`src/rtl/pos_pkg.sv`:
```
// Shared types and constants for the PoS truth-table scanner.
// map_vec turns a scan index into the {x,y,w,z} drive for either scan width.
package pos_pkg;

  typedef enum logic [1:0] {
    ST_IDLE   = 2'd0,
    ST_SETTLE = 2'd1,
    ST_SAMPLE = 2'd2,
    ST_DONE   = 2'd3
  } state_t;

  localparam int NVEC3 = 8;
  localparam int NVEC4 = 16;
  localparam int TT_W  = 16;
  localparam int CNT_W = 5;
  localparam int IDX_W = 4;
  localparam int SET_W = 4;

  // 3-variable scans keep w at 0 and pack {x,y,z} into the low three index bits.
  function automatic logic [3:0] map_vec(input logic [IDX_W-1:0] idx, input logic mode3);
    return mode3 ? {idx[2], idx[1], 1'b0, idx[0]} : idx;
  endfunction

endpackage

```
`src/rtl/pos_vec_gen.sv`:
```
// Scan index counter plus registered x/y/w/z drive derived from the index.
// The scan mode is latched on load so a mid-scan change of mode3 has no effect.
module pos_vec_gen
  import pos_pkg::*;
(
  input  logic             clk,
  input  logic             reset,
  input  logic             load,
  input  logic             mode3,
  input  logic             step,
  input  logic             park,
  output logic [IDX_W-1:0] idx,
  output logic             last,
  output logic             x,
  output logic             y,
  output logic             w,
  output logic             z
);

  logic [IDX_W-1:0] idx_q, idx_d;
  logic             mode3_q, mode3_d;
  logic [3:0]       vec_q, vec_d;

  assign last = (idx_q == (mode3_q ? IDX_W'(NVEC3 - 1) : IDX_W'(NVEC4 - 1)));

  always_comb begin
    idx_d   = idx_q;
    mode3_d = mode3_q;
    vec_d   = vec_q;
    if (load) begin
      idx_d   = '0;
      mode3_d = mode3;
      vec_d   = map_vec('0, mode3);
    end else if (step && !last) begin
      idx_d = idx_q + IDX_W'(1);
      vec_d = map_vec(idx_q + IDX_W'(1), mode3_q);
    end else if (park) begin
      vec_d = '0;
    end
  end

  always_ff @(posedge clk or posedge reset) begin
    if (reset) begin
      idx_q   <= '0;
      mode3_q <= 1'b0;
      vec_q   <= '0;
    end else begin
      idx_q   <= idx_d;
      mode3_q <= mode3_d;
      vec_q   <= vec_d;
    end
  end

  assign idx = idx_q;
  assign {x, y, w, z} = vec_q;

endmodule

```
`src/rtl/pos_table_scanner.sv`:
```
// Clocked scanner that walks the PoS block through every input vector and
// captures a truth table and maxterm count per output, readable by index.
module pos_table_scanner
  import pos_pkg::*;
#(
  parameter int NOUT   = 5,
  parameter int SETTLE = 1
) (
  input  logic             clk,
  input  logic             reset,
  input  logic             start,
  input  logic             mode3,
  output logic             x,
  output logic             y,
  output logic             w,
  output logic             z,
  input  logic [NOUT-1:0]  s,
  output logic             busy,
  output logic             done,
  input  logic [2:0]       rd_sel,
  output logic [TT_W-1:0]  rd_table,
  output logic [CNT_W-1:0] rd_zeros
);

  localparam logic [SET_W-1:0] SETTLE_LD = SET_W'(SETTLE);

  state_t                         state_q, state_d;
  logic [SET_W-1:0]               settle_q, settle_d;
  logic                           busy_q, busy_d;
  logic                           done_q, done_d;
  logic [NOUT-1:0][TT_W-1:0]      table_q, table_d;
  logic [NOUT-1:0][CNT_W-1:0]     zeros_q, zeros_d;

  logic             vec_load, vec_step, vec_park, vec_last;
  logic [IDX_W-1:0] vec_idx;

  pos_vec_gen u_vec_gen (
    .clk   (clk),
    .reset (reset),
    .load  (vec_load),
    .mode3 (mode3),
    .step  (vec_step),
    .park  (vec_park),
    .idx   (vec_idx),
    .last  (vec_last),
    .x     (x),
    .y     (y),
    .w     (w),
    .z     (z)
  );

  always_comb begin
    state_d  = state_q;
    settle_d = settle_q;
    busy_d   = busy_q;
    done_d   = 1'b0;
    table_d  = table_q;
    zeros_d  = zeros_q;
    vec_load = 1'b0;
    vec_step = 1'b0;
    vec_park = 1'b0;
    case (state_q)
      ST_IDLE: begin
        if (start) begin
          state_d  = ST_SETTLE;
          settle_d = SETTLE_LD;
          busy_d   = 1'b1;
          table_d  = '0;
          zeros_d  = '0;
          vec_load = 1'b1;
        end
      end
      ST_SETTLE: begin
        if (settle_q != '0) settle_d = settle_q - SET_W'(1);
        else                state_d  = ST_SAMPLE;
      end
      ST_SAMPLE: begin
        // Only a clean 0 counts as a maxterm; unknown samples are stored but not counted.
        for (int k = 0; k < NOUT; k++) begin
          table_d[k][vec_idx] = s[k];
          if (s[k] == 1'b0) zeros_d[k] = zeros_q[k] + CNT_W'(1);
        end
        if (vec_last) begin
          state_d = ST_DONE;
        end else begin
          vec_step = 1'b1;
          settle_d = SETTLE_LD;
          state_d  = ST_SETTLE;
        end
      end
      ST_DONE: begin
        done_d   = 1'b1;
        busy_d   = 1'b0;
        vec_park = 1'b1;
        state_d  = ST_IDLE;
      end
      default: state_d = ST_IDLE;
    endcase
  end

  always_ff @(posedge clk or posedge reset) begin
    if (reset) begin
      state_q  <= ST_IDLE;
      settle_q <= '0;
      busy_q   <= 1'b0;
      done_q   <= 1'b0;
      table_q  <= '0;
      zeros_q  <= '0;
    end else begin
      state_q  <= state_d;
      settle_q <= settle_d;
      busy_q   <= busy_d;
      done_q   <= done_d;
      table_q  <= table_d;
      zeros_q  <= zeros_d;
    end
  end

  assign busy = busy_q;
  assign done = done_q;

  always_comb begin
    rd_table = '0;
    rd_zeros = '0;
    for (int k = 0; k < NOUT; k++) begin
      if (rd_sel == 3'(k)) begin
        rd_table = table_q[k];
        rd_zeros = zeros_q[k];
      end
    end
  end

endmodule
```
`config.mk`:
```
export PLATFORM = sky130hd
export DESIGN_NAME = pos_table_scanner
export DESIGN_NICKNAME = d
export VERILOG_FILES = /design/src/rtl/pos_pkg.sv /design/src/rtl/pos_vec_gen.sv /design/src/rtl/pos_table_scanner.sv
export SDC_FILE = /design/constraint.sdc
export NUM_CORES = 1
export LEC_CHECK = 0
export BUFFER_PORTS_ARGS = -buffer_cell sky130_fd_sc_hd__buf_2
export CORE_ASPECT_RATIO = 0.7
export CORE_UTILIZATION = 35
export DETAILED_ROUTE_END_ITERATION = 6
export PLACE_DENSITY = 0.6
export SLEW_MARGIN = 20
export SYNTH_ARGS = -nofsm -noshare
export SYNTH_HDL_FRONTEND = slang
export SYNTH_HIERARCHICAL = 1
export SYNTH_SLANG_ARGS = --single-unit
```
`constraint.sdc`:
```
create_clock -name clk -period 3.6 [get_ports clk]
set_input_delay 0.36 -clock clk [delete_from_list [all_inputs] [get_ports clk]]
set_output_delay 0.36 -clock clk [all_outputs]
set_load 0.02 [all_outputs]
```
==> flow_summary.json, run 1 <==
{
  "status": "finished, final reports clean",
  "yosysTopAreaCellShare": 0.4830,
  "fill_cell_instance_count_of_the_final_layout": 1668,
  "tritoncts": "built",
  "io_pins": 39,
  "cp_max_fo": 25,
  "clkLatencyLatePin_ns": 0.42,
  "sequence_of_cells_on_the_critical_path": "buf_2, nor2_1, nand2_1, buf_4, nor2_1, a31oi_1, buf_2",
  "fp.dieH_um": 114.4,
  "initial_antenna_violation_count": 0,
  "rrSetupSlack_ns": 1.22,
  "starting_density_of_the_core": 0.3629,
  "post_synthesis_async_set_or_reset_flop_share": 1.000,
  "floorplan.die_area_mm2": 0.01861,
  "worstSetupStartpointType": "primary input",
  "grt_most_used_layer": "met2",
  "route.antenna.remaining_nets": 0,
  "endpoint_kind": "output pin",
  "final_layout_size_suffix_gt1_frac": 0.2440,
  "viasPerCell": 5.804,
  "finClkSkew_ns": 0.01369,
  "post-place-ws_ns": 0.9524,
  "worst-endpoint-required_ns": 3.24,
  "synth.avg_cell_area_um2": 10.71,
  "synthToLayoutAreaGrowth_pct": 15.36,
  "clkSlewWorstSetupHoldPaths_ns": 0.06,
  "peak_freq_mhz": 370.4,
  "holdPathStages": 2,
  "min_delay_worst_endpoint": "u_vec_gen/mode3_q",
  "maximum_clock_insertion_buffer_count": 2,
  "grt.met1_usage": 0.2772,
  "multiInputGateArea_mm2": 0.003015,
  "period_minus_slack_ns": 2.700,
  "synth_area_leader_cell": "sky130_fd_sc_hd__dfrtp_1",
  "final_cell_count_no_fill": 858,
  "worst_slew_margin_relative_to_its_limit": 0.4107,
  "timing.rr.start": "state_q[0]",
  "dp_hpwl_um": 10700,
  "net_count_after_synthesis": 610,
  "drc_errors": 0,
  "dr_total_vias": 4980,
  "yosys.cell_types.count": 53,
  "rsz0062_at_grt": "false",
  "timing_worst_setup_path_type": "in2out",
  "placedCellCount": 825,
  "hold_violations": 0,
  "clkSinkCount": 122,
  "fin_setup_tns_ns": 0,
  "finalSetupViolCount": 0,
  "row_cnt": 40,
  "numPortBuffers": 38,
  "instance_count_of_the_mapped_netlist": 590,
  "synth_seq_cells": 122,
  "wl_per_cell_um": 19.52,
  "global_route_wire_length_before_repair_um": 26940,
  "timing.hold.ws_ns": 0.2066,
  "die_outline_width_um": 162.6,
  "gr-usage-met3": 0.04057,
  "max_rail_drop_vdd_mv": 0.2148,
  "number_of_enable_type_register_cells_in_the_synthesized_netlist": 0,
  "drv_slew": 0,
  "grt_use_total": 0.1900,
  "gpl.final_weighted_congestion": 0.8550,
  "cpLargestDelayFamily": "buffers and inverters",
  "critPathSlowestCell": "sky130_fd_sc_hd__nand2_1",
  "r2r_end": "u_vec_gen/vec_q[1]",
  "drtPass1Iterations": 5,
  "crit_arrival_ns": 2.34,
  "ff2ff_path_depth": 5,
  "grt_util_met2": 0.2812,
  "worst_slack_ns": 0.8999,
  "synth.yosys.seq_area_share": 0.4830,
  "synthTopCellsByArea": "sky130_fd_sc_hd__dfrtp_1, sky130_fd_sc_hd__a22o_1, sky130_fd_sc_hd__mux2_2",
  "dominantRegCellSynth": "sky130_fd_sc_hd__dfrtp_1",
  "cts.root.buffer_cell": "sky130_fd_sc_hd__clkbuf_16",
  "coreArea_mm2": 0.01742,
  "synth_area_mm2": 0.006321,
  "hold_path.class": "in2reg",
  "maximum_number_of_pins_on_one_net_before_global_route_repair": 67,
  "power.density_cell_area_mw_per_mm2": 599.7,
  "grt_pass1_vias": 4906,
  "detail_route.iter0.violations": 368,
  "num_antenna_cells": 0,
  "wl_um": 16750,
  "regArea_mm2": 0.003053,
  "max_cap_viol_count": 0,
  "p_leak_uw": 0.003284,
  "clock_buffer_count_from_cts": 17,
  "grt.overflow.total": 0,
  "worstPathBufferInverterCount": 3,
  "yosysWarningCount": 6,
  "fin_crit_sh": 0.7500,
  "worst_path_largest_cell_delay_ns": 0.59,
  "layout.nets": 634,
  "cts_max_level": 4,
  "cts_post_setup_buffers_inserted": 0,
  "hold_path_startpoint": "mode3",
  "max_slew.worst_pin.slew_ns": 0.8800
}
-- area by class of cell --
class	count	share of cell area
Clock inverter	15	0.02282
Sequential cell	122	0.4187
Tap cell	231	0.03964
Clock buffer	17	0.05834
Timing Repair Buffer	49	0.03946
Multi-Input combinational cell	410	0.4135
Inverter	14	0.007550
-- metrics by stage --
step | cell area [µm²] | total power, µW | utilization
floorplan | 6321 | 2432 | -
global placement | 6690 | 2631 | 0.3841
detailed placement | 6690 | 2684 | 0.3841
CTS | 7292 | 4402 | 0.4187
global route | 7292 | 4594 | 0.4187
finish | 7292 | 4373 | 0.4187
-- cell usage in the layout (no fill, tap or decap), types with 11 or more instances in the layout --
cell                        instances
sky130_fd_sc_hd__dfrtp_1          122
sky130_fd_sc_hd__a22o_1           103
sky130_fd_sc_hd__nor2_1            60
sky130_fd_sc_hd__buf_2             38
sky130_fd_sc_hd__nand2_1           37
sky130_fd_sc_hd__mux2_2            29
sky130_fd_sc_hd__a32oi_1           20
sky130_fd_sc_hd__a31oi_1           20
sky130_fd_sc_hd__clkbuf_16         17
sky130_fd_sc_hd__nor3_1            13
sky130_fd_sc_hd__inv_1             13
sky130_fd_sc_hd__a21oi_1           12
sky130_fd_sc_hd__o21ai_2           11
-- power breakdown --
| group | switching [µW] | internal (µW) |
|---|---|---|
| logic | 644 | 353 |
| clock network | 673 | 1030 |
| registers | 183 | 1490 |
| total | 1500 | 2870 |
-- timing repair --
| action | CTS | global route |
|---|---|---|
| hold buffers | 1 | 0 |
| endpoints found under the setup margin | 0 | 0 |
| gates resized for setup | 0 | 0 |
| hold endpoints to repair | 9 | 0 |
-- worst max-delay path by stage --
| stage | start | to | slack [ns] | depth (start not counted) |
|---|---|---|---|---|
| 2_1_floorplan | reset | busy | 0.25 | 1 |
| 3_3_place_gp | rd_sel[1] | rd_table[6] | 1.05 | 7 |
| 3_5_place_dp | rd_sel[1] | rd_table[9] | 0.95 | 7 |
| 4_1_cts | rd_sel[1] | rd_table[9] | 0.93 | 7 |
| 5_1_grt | rd_sel[1] | rd_table[9] | 0.71 | 7 |
| 6_report | rd_sel[1] | rd_table[9] | 0.90 | 7 |
-- layer usage --
metal | share of wire | routed length (µm)
met5 | 0 | 0
met4 | 0.0072 | 121
met3 | 0.048 | 798
met2 | 0.45 | 7487
met1 | 0.50 | 8339
-- registers in the layout (all words and copies together) (netlist names) --
register / flops
u_vec_gen/idx: 4
settle_q: 4
busy: 1
u_vec_gen/mode3_q: 1
state_q: 2
done: 1
u_vec_gen/vec_q: 4
table_q: 80
zeros_q: 25
-- cell families after synthesis --
kind of cell	share of synthesized area
flip-flops	0.4830
XOR/XNOR	0.01504
buffers and inverters	0.04077
AO/OA/AOI/OAI	0.2526
adder cells (fa/ha/maj)	0.01584
AND/OR/NAND/NOR	0.1364
multiplexers	0.05641
-- cells in the mapped netlist, types with 2 or more instances --
| cell | count |
|---|---|
| sky130_fd_sc_hd__nand2_1 | 37 |
| sky130_fd_sc_hd__a31o_2 | 3 |
| sky130_fd_sc_hd__a32oi_1 | 20 |
| sky130_fd_sc_hd__nand2b_1 | 9 |
| sky130_fd_sc_hd__a21bo_2 | 3 |
| sky130_fd_sc_hd__nor3_2 | 9 |
| sky130_fd_sc_hd__ha_1 | 8 |
| sky130_fd_sc_hd__clkbuf_1 | 23 |
| sky130_fd_sc_hd__a211oi_1 | 2 |
| sky130_fd_sc_hd__nor2_1 | 60 |
| sky130_fd_sc_hd__o211ai_1 | 2 |
| sky130_fd_sc_hd__buf_6 | 2 |
| sky130_fd_sc_hd__a21oi_1 | 12 |
| sky130_fd_sc_hd__o21ai_0 | 7 |
| sky130_fd_sc_hd__o21ai_1 | 6 |
| sky130_fd_sc_hd__xnor2_1 | 7 |
| sky130_fd_sc_hd__a31oi_1 | 20 |
| sky130_fd_sc_hd__buf_2 | 17 |
| sky130_fd_sc_hd__mux2_2 | 29 |
| sky130_fd_sc_hd__o21bai_1 | 2 |
| sky130_fd_sc_hd__a22o_1 | 103 |
| sky130_fd_sc_hd__dfrtp_1 | 122 |
| sky130_fd_sc_hd__or3_1 | 2 |
| sky130_fd_sc_hd__nand3b_1 | 4 |
| sky130_fd_sc_hd__mux2i_1 | 3 |
| sky130_fd_sc_hd__nand3_1 | 2 |
| sky130_fd_sc_hd__nor2_4 | 8 |
| sky130_fd_sc_hd__o21ai_2 | 11 |
| sky130_fd_sc_hd__nor2b_1 | 5 |
| sky130_fd_sc_hd__inv_1 | 14 |
| sky130_fd_sc_hd__nor3_1 | 13 |
| sky130_fd_sc_hd__xor2_1 | 2 |
| sky130_fd_sc_hd__nand4b_1 | 2 |
| sky130_fd_sc_hd__nor3b_1 | 2 |
Note: power is estimated with default switching activity, not from simulation.
==> inputs of run 2 (changes only) <==
- clock period: 3.6 -> 2.6 ns (I/O delays scaled with it)
==> run 2 against run 1 <==
Effect of this change: final area up 1.5%; critical path type is now reg2reg; clock power is 53% higher; register-to-register slack worse by 0.83 ns; highest routed layer unchanged; die area unchanged; cell count grew 0.93%; largest power group unchanged; via count grew 2.3%.
==> flow_summary.json, run 2 (synthesis gave the netlist of run 1 again) <==
{
  "status": "finished, final reports clean",
  "post-place-ws_ns": 0.3968,
  "hold_path.class": "in2reg",
  "grt_pass1_vias": 5120,
  "critPathSlowestCell": "sky130_fd_sc_hd__dfrtp_1",
  "cts.root.buffer_cell": "sky130_fd_sc_hd__clkbuf_16",
  "post-route-util": 0.4249,
  "worst_slack_ns": 0.3937,
  "fin_crit_sh": 0.8486,
  "hold_path_startpoint": "mode3",
  "part_of_the_total_power_dissipated_in_the_clock_network": 0.411,
  "dr_total_vias": 5095,
  "grt_use_total": 0.1954,
  "fp.dieH_um": 114.4,
  "timing_worst_setup_path_type": "reg2reg",
  "viasPerCell": 5.883,
  "hold_violations": 0,
  "starting_density_of_the_core": 0.3629,
  "r2r_end": "u_vec_gen/vec_q[1]",
  "max_rail_drop_vdd_mv": 0.4173,
  "sequence_of_cells_on_the_critical_path": "ha_1, nand2_1, nor2_1, nor2_1, o21ai_2, or3b_1, a21oi_2",
  "post_cts.resized_instances": 0,
  "numPortBuffers": 38,
  "grt.overflow.total": 0,
  "cts_max_level": 4,
  "timing.rr.start": "u_vec_gen/idx[0]",
  "die_outline_width_um": 162.6,
  "row_cnt": 40,
  "most_common_cell_after_layout_fill_and_taps_aside": "sky130_fd_sc_hd__dfrtp_1",
  "finClkSkew_ns": 0.006481,
  "worst_slew_margin_relative_to_its_limit": 0.5403,
  "layout.cells.most_common_list": "sky130_fd_sc_hd__dfrtp_1, sky130_fd_sc_hd__a22o_1, sky130_fd_sc_hd__nor2_1",
  "cpLargestDelayFamily": "simple AND/OR/NAND/NOR gates",
  "wl_um": 17260,
  "max_cap_viol_count": 0,
  "tritoncts": "built",
  "io_pins": 39,
  "maximum_clock_insertion_buffer_count": 2,
  "max_slew.worst_pin.slew_ns": 0.6881,
  "comb_power_share": 0.227,
  "cp_max_fo": 14,
  "seq_power_share": 0.361,
  "global_route_wire_length_before_repair_um": 27870,
  "p_leak_uw": 0.003343,
  "dp_hpwl_um": 11080,
  "layout.nets": 641,
  "finalSetupViolCount": 0,
  "placedCellCount": 832,
  "holdPathStages": 2,
  "worst_path_largest_cell_delay_ns": 0.52,
  "peak_freq_mhz": 453.2,
  "final_cell_count_no_fill": 866,
  "maximum_number_of_pins_on_one_net_before_global_route_repair": 61,
  "worstSetupStartpointType": "flop",
  "drc_errors": 0,
  "floorplan.die_area_mm2": 0.01861,
  "power.density_cell_area_mw_per_mm2": 855.8,
  "rrSetupSlack_ns": 0.39,
  "synthToLayoutAreaGrowth_pct": 17.08,
  "power_switching_uw": 2029,
  "wl_per_cell_um": 19.93,
  "period_minus_slack_ns": 2.206,
  "gpl.final_weighted_congestion": 0.7899,
  "crit_arrival_ns": 2.55,
  "clkLatencyLatePin_ns": 0.41,
  "initial_antenna_violation_count": 1,
  "ff2ff_path_depth": 7,
  "clock_buffer_count_from_cts": 17,
  "cell_internal_pwr_uw": 4305,
  "endpoint_kind": "flop",
  "max_flop_register": "table_q",
  "drtPass1Iterations": 5,
  "drv_slew": 0,
  "netSwitchingFraction": 0.3203,
  "clkSinkCount": 122,
  "route.antenna.remaining_nets": 0,
  "largest_register_ffs": 80,
  "clkSlewWorstSetupHoldPaths_ns": 0.06,
  "worst-endpoint-required_ns": 2.94,
  "biggestRegsByFlops": "table_q x80, zeros_q x25",
  "crit_top_cell": "sky130_fd_sc_hd__nor2_1",
  "final_layout_size_suffix_gt1_frac": 0.2476,
  "rsz0062_at_grt": "false",
  "min_delay_worst_endpoint": "u_vec_gen/mode3_q",
  "coreArea_mm2": 0.01742,
  "detail_route.iter0.violations": 477,
  "fin_setup_tns_ns": 0,
  "worstPathBufferInverterCount": 0
}
[run 2: cell count changes in the layout (fill, tap and decap cells not counted), sizes merged]
cell,previous run,this run
clkinvlp,3,2
diode,0,1
buf,48,55
bufinv,2,5
inv,18,13
clkbuf,17,21
clkinv,6,5
[run 2: metal layers]
layer	share of wire	track usage
met3	0.067	0.05071
met5	0	0
met4	0.019	0.06978
met2	0.45	0.2994
met1	0.46	0.2669
[run 2: final cells by class]
class | instances | area (µm²)
Clock inverter | 11 | 193.9
Timing Repair Buffer | 56 | 340.3
Inverter | 14 | 56.30
Clock buffer | 21 | 450.4
Fill cell | 1650 | 10020
Sequential cell | 122 | 3053
Antenna cell | 1 | 2.502
Tap cell | 231 | 289.0
Multi-Input combinational cell | 410 | 3015
[run 2: repair_timing]
action | CTS | global route
buffers inserted | 0 | 0
hold buffers | 1 | 0
endpoints found under the hold margin | 34 | 0
[run 2: power by group through the flow]
| stage | Combinational (µW) | Clock, µW | Sequential, µW |
|---|---|---|---|
| final | 1440 | 2600 | 2290 |
| after global placement | 1380 | 0 | 2290 |
| after global routing | 1580 | 2730 | 2310 |
| after detailed placement | 1440 | 0 | 2310 |
| after CTS | 1440 | 2630 | 2280 |
| after floorplan | 1120 | 0 | 2240 |
[run 2: through the flow]
stage	hold WS (ns)	instance area (µm²)	power, µW
finish	0.09017	7401	6334
global route	0.08369	7401	6620
CTS	0.08623	7398	6360
detailed placement	0.2864	6744	3746
global placement	0.2843	6744	3677
floorplan	0.08792	6325	3368
[run 2: worst max path at each step]
stage,endpoint,from,depth (start not counted)
3_3_place_gp,u_vec_gen/vec_q[1],u_vec_gen/idx[0],7
2_1_floorplan,u_vec_gen/vec_q[1],u_vec_gen/idx[0],7
5_1_grt,u_vec_gen/vec_q[1],u_vec_gen/idx[0],7
6_report,u_vec_gen/vec_q[1],u_vec_gen/idx[0],7
4_1_cts,u_vec_gen/vec_q[1],u_vec_gen/idx[0],7
3_5_place_dp,u_vec_gen/vec_q[1],u_vec_gen/idx[0],7
==> inputs of run 3 (changes only) <==
- clock period: 2.6 -> 2.1 ns (I/O delays scaled with it)
==> run 3 against run 2 <==
Effect of this change: final area fell by 0.61%; critical path depth did not move; clock skew rose by 0.0019 ns; critical path type unchanged; wire length up 1.0%; largest cell class unchanged; sequential share of layout area up 0.25 points.
==> flow_summary.json, run 3 (synthesis gave the netlist of run 1 again) <==
{
  "status": "finished, final reports clean",
  "hold_path.class": "in2reg",
  "io_pins": 39,
  "initial_antenna_violation_count": 1,
  "endpoint_kind": "flop",
  "ctsHoldBuffers": 1,
  "viasPerCell": 5.842,
  "detail_route.iter0.violations": 454,
  "min_delay_worst_endpoint": "u_vec_gen/mode3_q",
  "drtPass1Iterations": 5,
  "row_cnt": 40,
  "clkSinkCount": 122,
  "clock_buffer_count_from_cts": 17,
  "synthToLayoutAreaGrowth_pct": 16.37,
  "max_slew.worst_pin.slew_ns": 0.6161,
  "drv_slew": 0,
  "wl_per_cell_um": 20.00,
  "gpl.final_weighted_congestion": 0.8105,
  "grt.overflow.total": 0,
  "maximum_clock_insertion_buffer_count": 2,
  "totalPowerFinal_uw": 7400,
  "hold_path_startpoint": "mode3",
  "cts_max_level": 4,
  "biggestRegsByFlops": "table_q x80, zeros_q x25",
  "layout.cells.most_common_list": "sky130_fd_sc_hd__dfrtp_1, sky130_fd_sc_hd__a22o_1, sky130_fd_sc_hd__nor2_1",
  "part_of_the_total_power_dissipated_in_the_clock_network": 0.372,
  "finClkSkew_ns": 0.008394,
  "dp_hpwl_um": 11270,
  "ff2ff_path_depth": 7,
  "power_switching_uw": 2561,
  "p_leak_uw": 0.003326,
  "met1_length_um": 8419,
  "numPortBuffers": 38,
  "post-route-util": 0.4223,
  "global_route_wire_length_before_repair_um": 27700,
  "peak_freq_mhz": 536.3,
  "route.antenna.remaining_nets": 0,
  "rsz0062_at_grt": "false",
  "placedCellCount": 838,
  "dr_total_vias": 5094,
  "netSwitchingFraction": 0.3460,
  "worst-endpoint-required_ns": 2.44,
  "period_minus_slack_ns": 1.865,
  "wl_um": 17440,
  "comb_power_share": 0.252,
  "tritoncts": "built",
  "rrSetupSlack_ns": 0.24,
  "power.density_cell_area_mw_per_mm2": 1006,
  "starting_density_of_the_core": 0.3629,
  "fin_crit_sh": 0.8880,
  "timing_worst_setup_path_type": "reg2reg",
  "maximum_number_of_pins_on_one_net_before_global_route_repair": 54,
  "met3WireLength_um": 1283,
  "clkSlewWorstSetupHoldPaths_ns": 0.06,
  "fp.dieH_um": 114.4,
  "dr.max_layer_used": "met4",
  "timing.rr.start": "u_vec_gen/idx[0]",
  "crit_arrival_ns": 2.21,
  "finalSetupViolCount": 0,
  "cell_internal_pwr_uw": 4840,
  "grt_use_total": 0.1951,
  "fin_setup_tns_ns": 0,
  "final_cell_count_no_fill": 872,
  "most_common_cell_after_layout_fill_and_taps_aside": "sky130_fd_sc_hd__dfrtp_1",
  "clkLatencyLatePin_ns": 0.42,
  "worst_slew_margin_relative_to_its_limit": 0.5893,
  "final_layout_size_suffix_gt1_frac": 0.2594,
  "coreArea_mm2": 0.01742,
  "drc_errors": 0,
  "die_outline_width_um": 162.6,
  "max_cap_viol_count": 0,
  "hold_violations": 0,
  "cts_post_setup_buffers_inserted": 0,
  "holdPathStages": 2,
  "timing.hold.ws_ns": 0.05726,
  "worstSetupStartpointType": "flop",
  "routed_wl_met2_um": 7570,
  "cts.root.buffer_cell": "sky130_fd_sc_hd__clkbuf_16",
  "floorplan.die_area_mm2": 0.01861,
  "cp_max_fo": 10,
  "seq_power_share": 0.376,
  "max_rail_drop_vdd_mv": 0.5031,
  "largest_register_ffs": 80,
  "max_flop_register": "table_q",
  "grt_pass1_vias": 5015,
  "post_cts.resized_instances": 0,
  "r2r_end": "u_vec_gen/vec_q[1]",
  "layout.nets": 647
}
[run 3: cell count changes in the layout (fill, tap and decap cells not counted), sizes merged]
| cell | before | now |
|---|---|---|
| clkinv | 5 | 9 |
| inv | 13 | 14 |
| clkbuf | 21 | 17 |
| buf | 55 | 61 |
| bufinv | 5 | 1 |
| clkinvlp | 2 | 5 |
[run 3: metal layers]
| layer | vias up | GRT usage |
|---|---|---|
| met5 | - | 0 |
| met4 | 0 | 0.06293 |
| met3 | 11 | 0.04745 |
| met2 | 185 | 0.2877 |
| met1 | 2615 | 0.2797 |
| li1 | 2283 | - |
[run 3: layout make-up]
type | count | area (µm²)
Tap cell | 231 | 289.0
Timing Repair Buffer | 62 | 385.4
Clock inverter | 15 | 128.9
Fill cell | 1670 | 10060
Inverter | 14 | 56.30
Clock buffer | 17 | 425.4
Antenna cell | 1 | 2.502
Sequential cell | 122 | 3053
Multi-Input combinational cell | 410 | 3015
[run 3: metrics by stage]
stage	instance area [µm²]	worst slack, ns
after floorplan	6325	0.1780
after global routing	7356	0.1115
after detailed placement	6789	0.2449
after global placement	6789	0.2933
after CTS	7353	0.2329
final	7356	0.2353
[run 3: how the worst max path moves through the flow]
stage	start	endpoint	slack, ns
floorplan	u_vec_gen/idx[0]	u_vec_gen/vec_q[1]	0.18
global placement	u_vec_gen/idx[0]	u_vec_gen/vec_q[1]	0.29
detailed placement	u_vec_gen/idx[0]	u_vec_gen/vec_q[1]	0.24
CTS	u_vec_gen/idx[0]	u_vec_gen/vec_q[1]	0.23
global route	u_vec_gen/idx[0]	u_vec_gen/vec_q[1]	0.11
finish	u_vec_gen/idx[0]	u_vec_gen/vec_q[1]	0.24
[run 3: critical path, stage by stage (launching register included)]
cell,delay [ns]
sky130_fd_sc_hd__dfrtp_1,0.38
sky130_fd_sc_hd__ha_1,0.27
sky130_fd_sc_hd__nand2_1,0.16
sky130_fd_sc_hd__nor2_1,0.10
sky130_fd_sc_hd__nor2_1,0.18
sky130_fd_sc_hd__o21ai_2,0.16
sky130_fd_sc_hd__or3b_1,0.42
sky130_fd_sc_hd__a21oi_2,0.12
[run 3: power by group through the flow]
stage | Sequential, µW | Clock [µW] | Combinational, µW
5_1_grt | 2810 | 2910 | 2040
4_1_cts | 2780 | 2790 | 1870
6_report | 2790 | 2750 | 1860
3_5_place_dp | 2820 | 0 | 1870
2_1_floorplan | 2780 | 0 | 1390
3_3_place_gp | 2800 | 0 | 1790
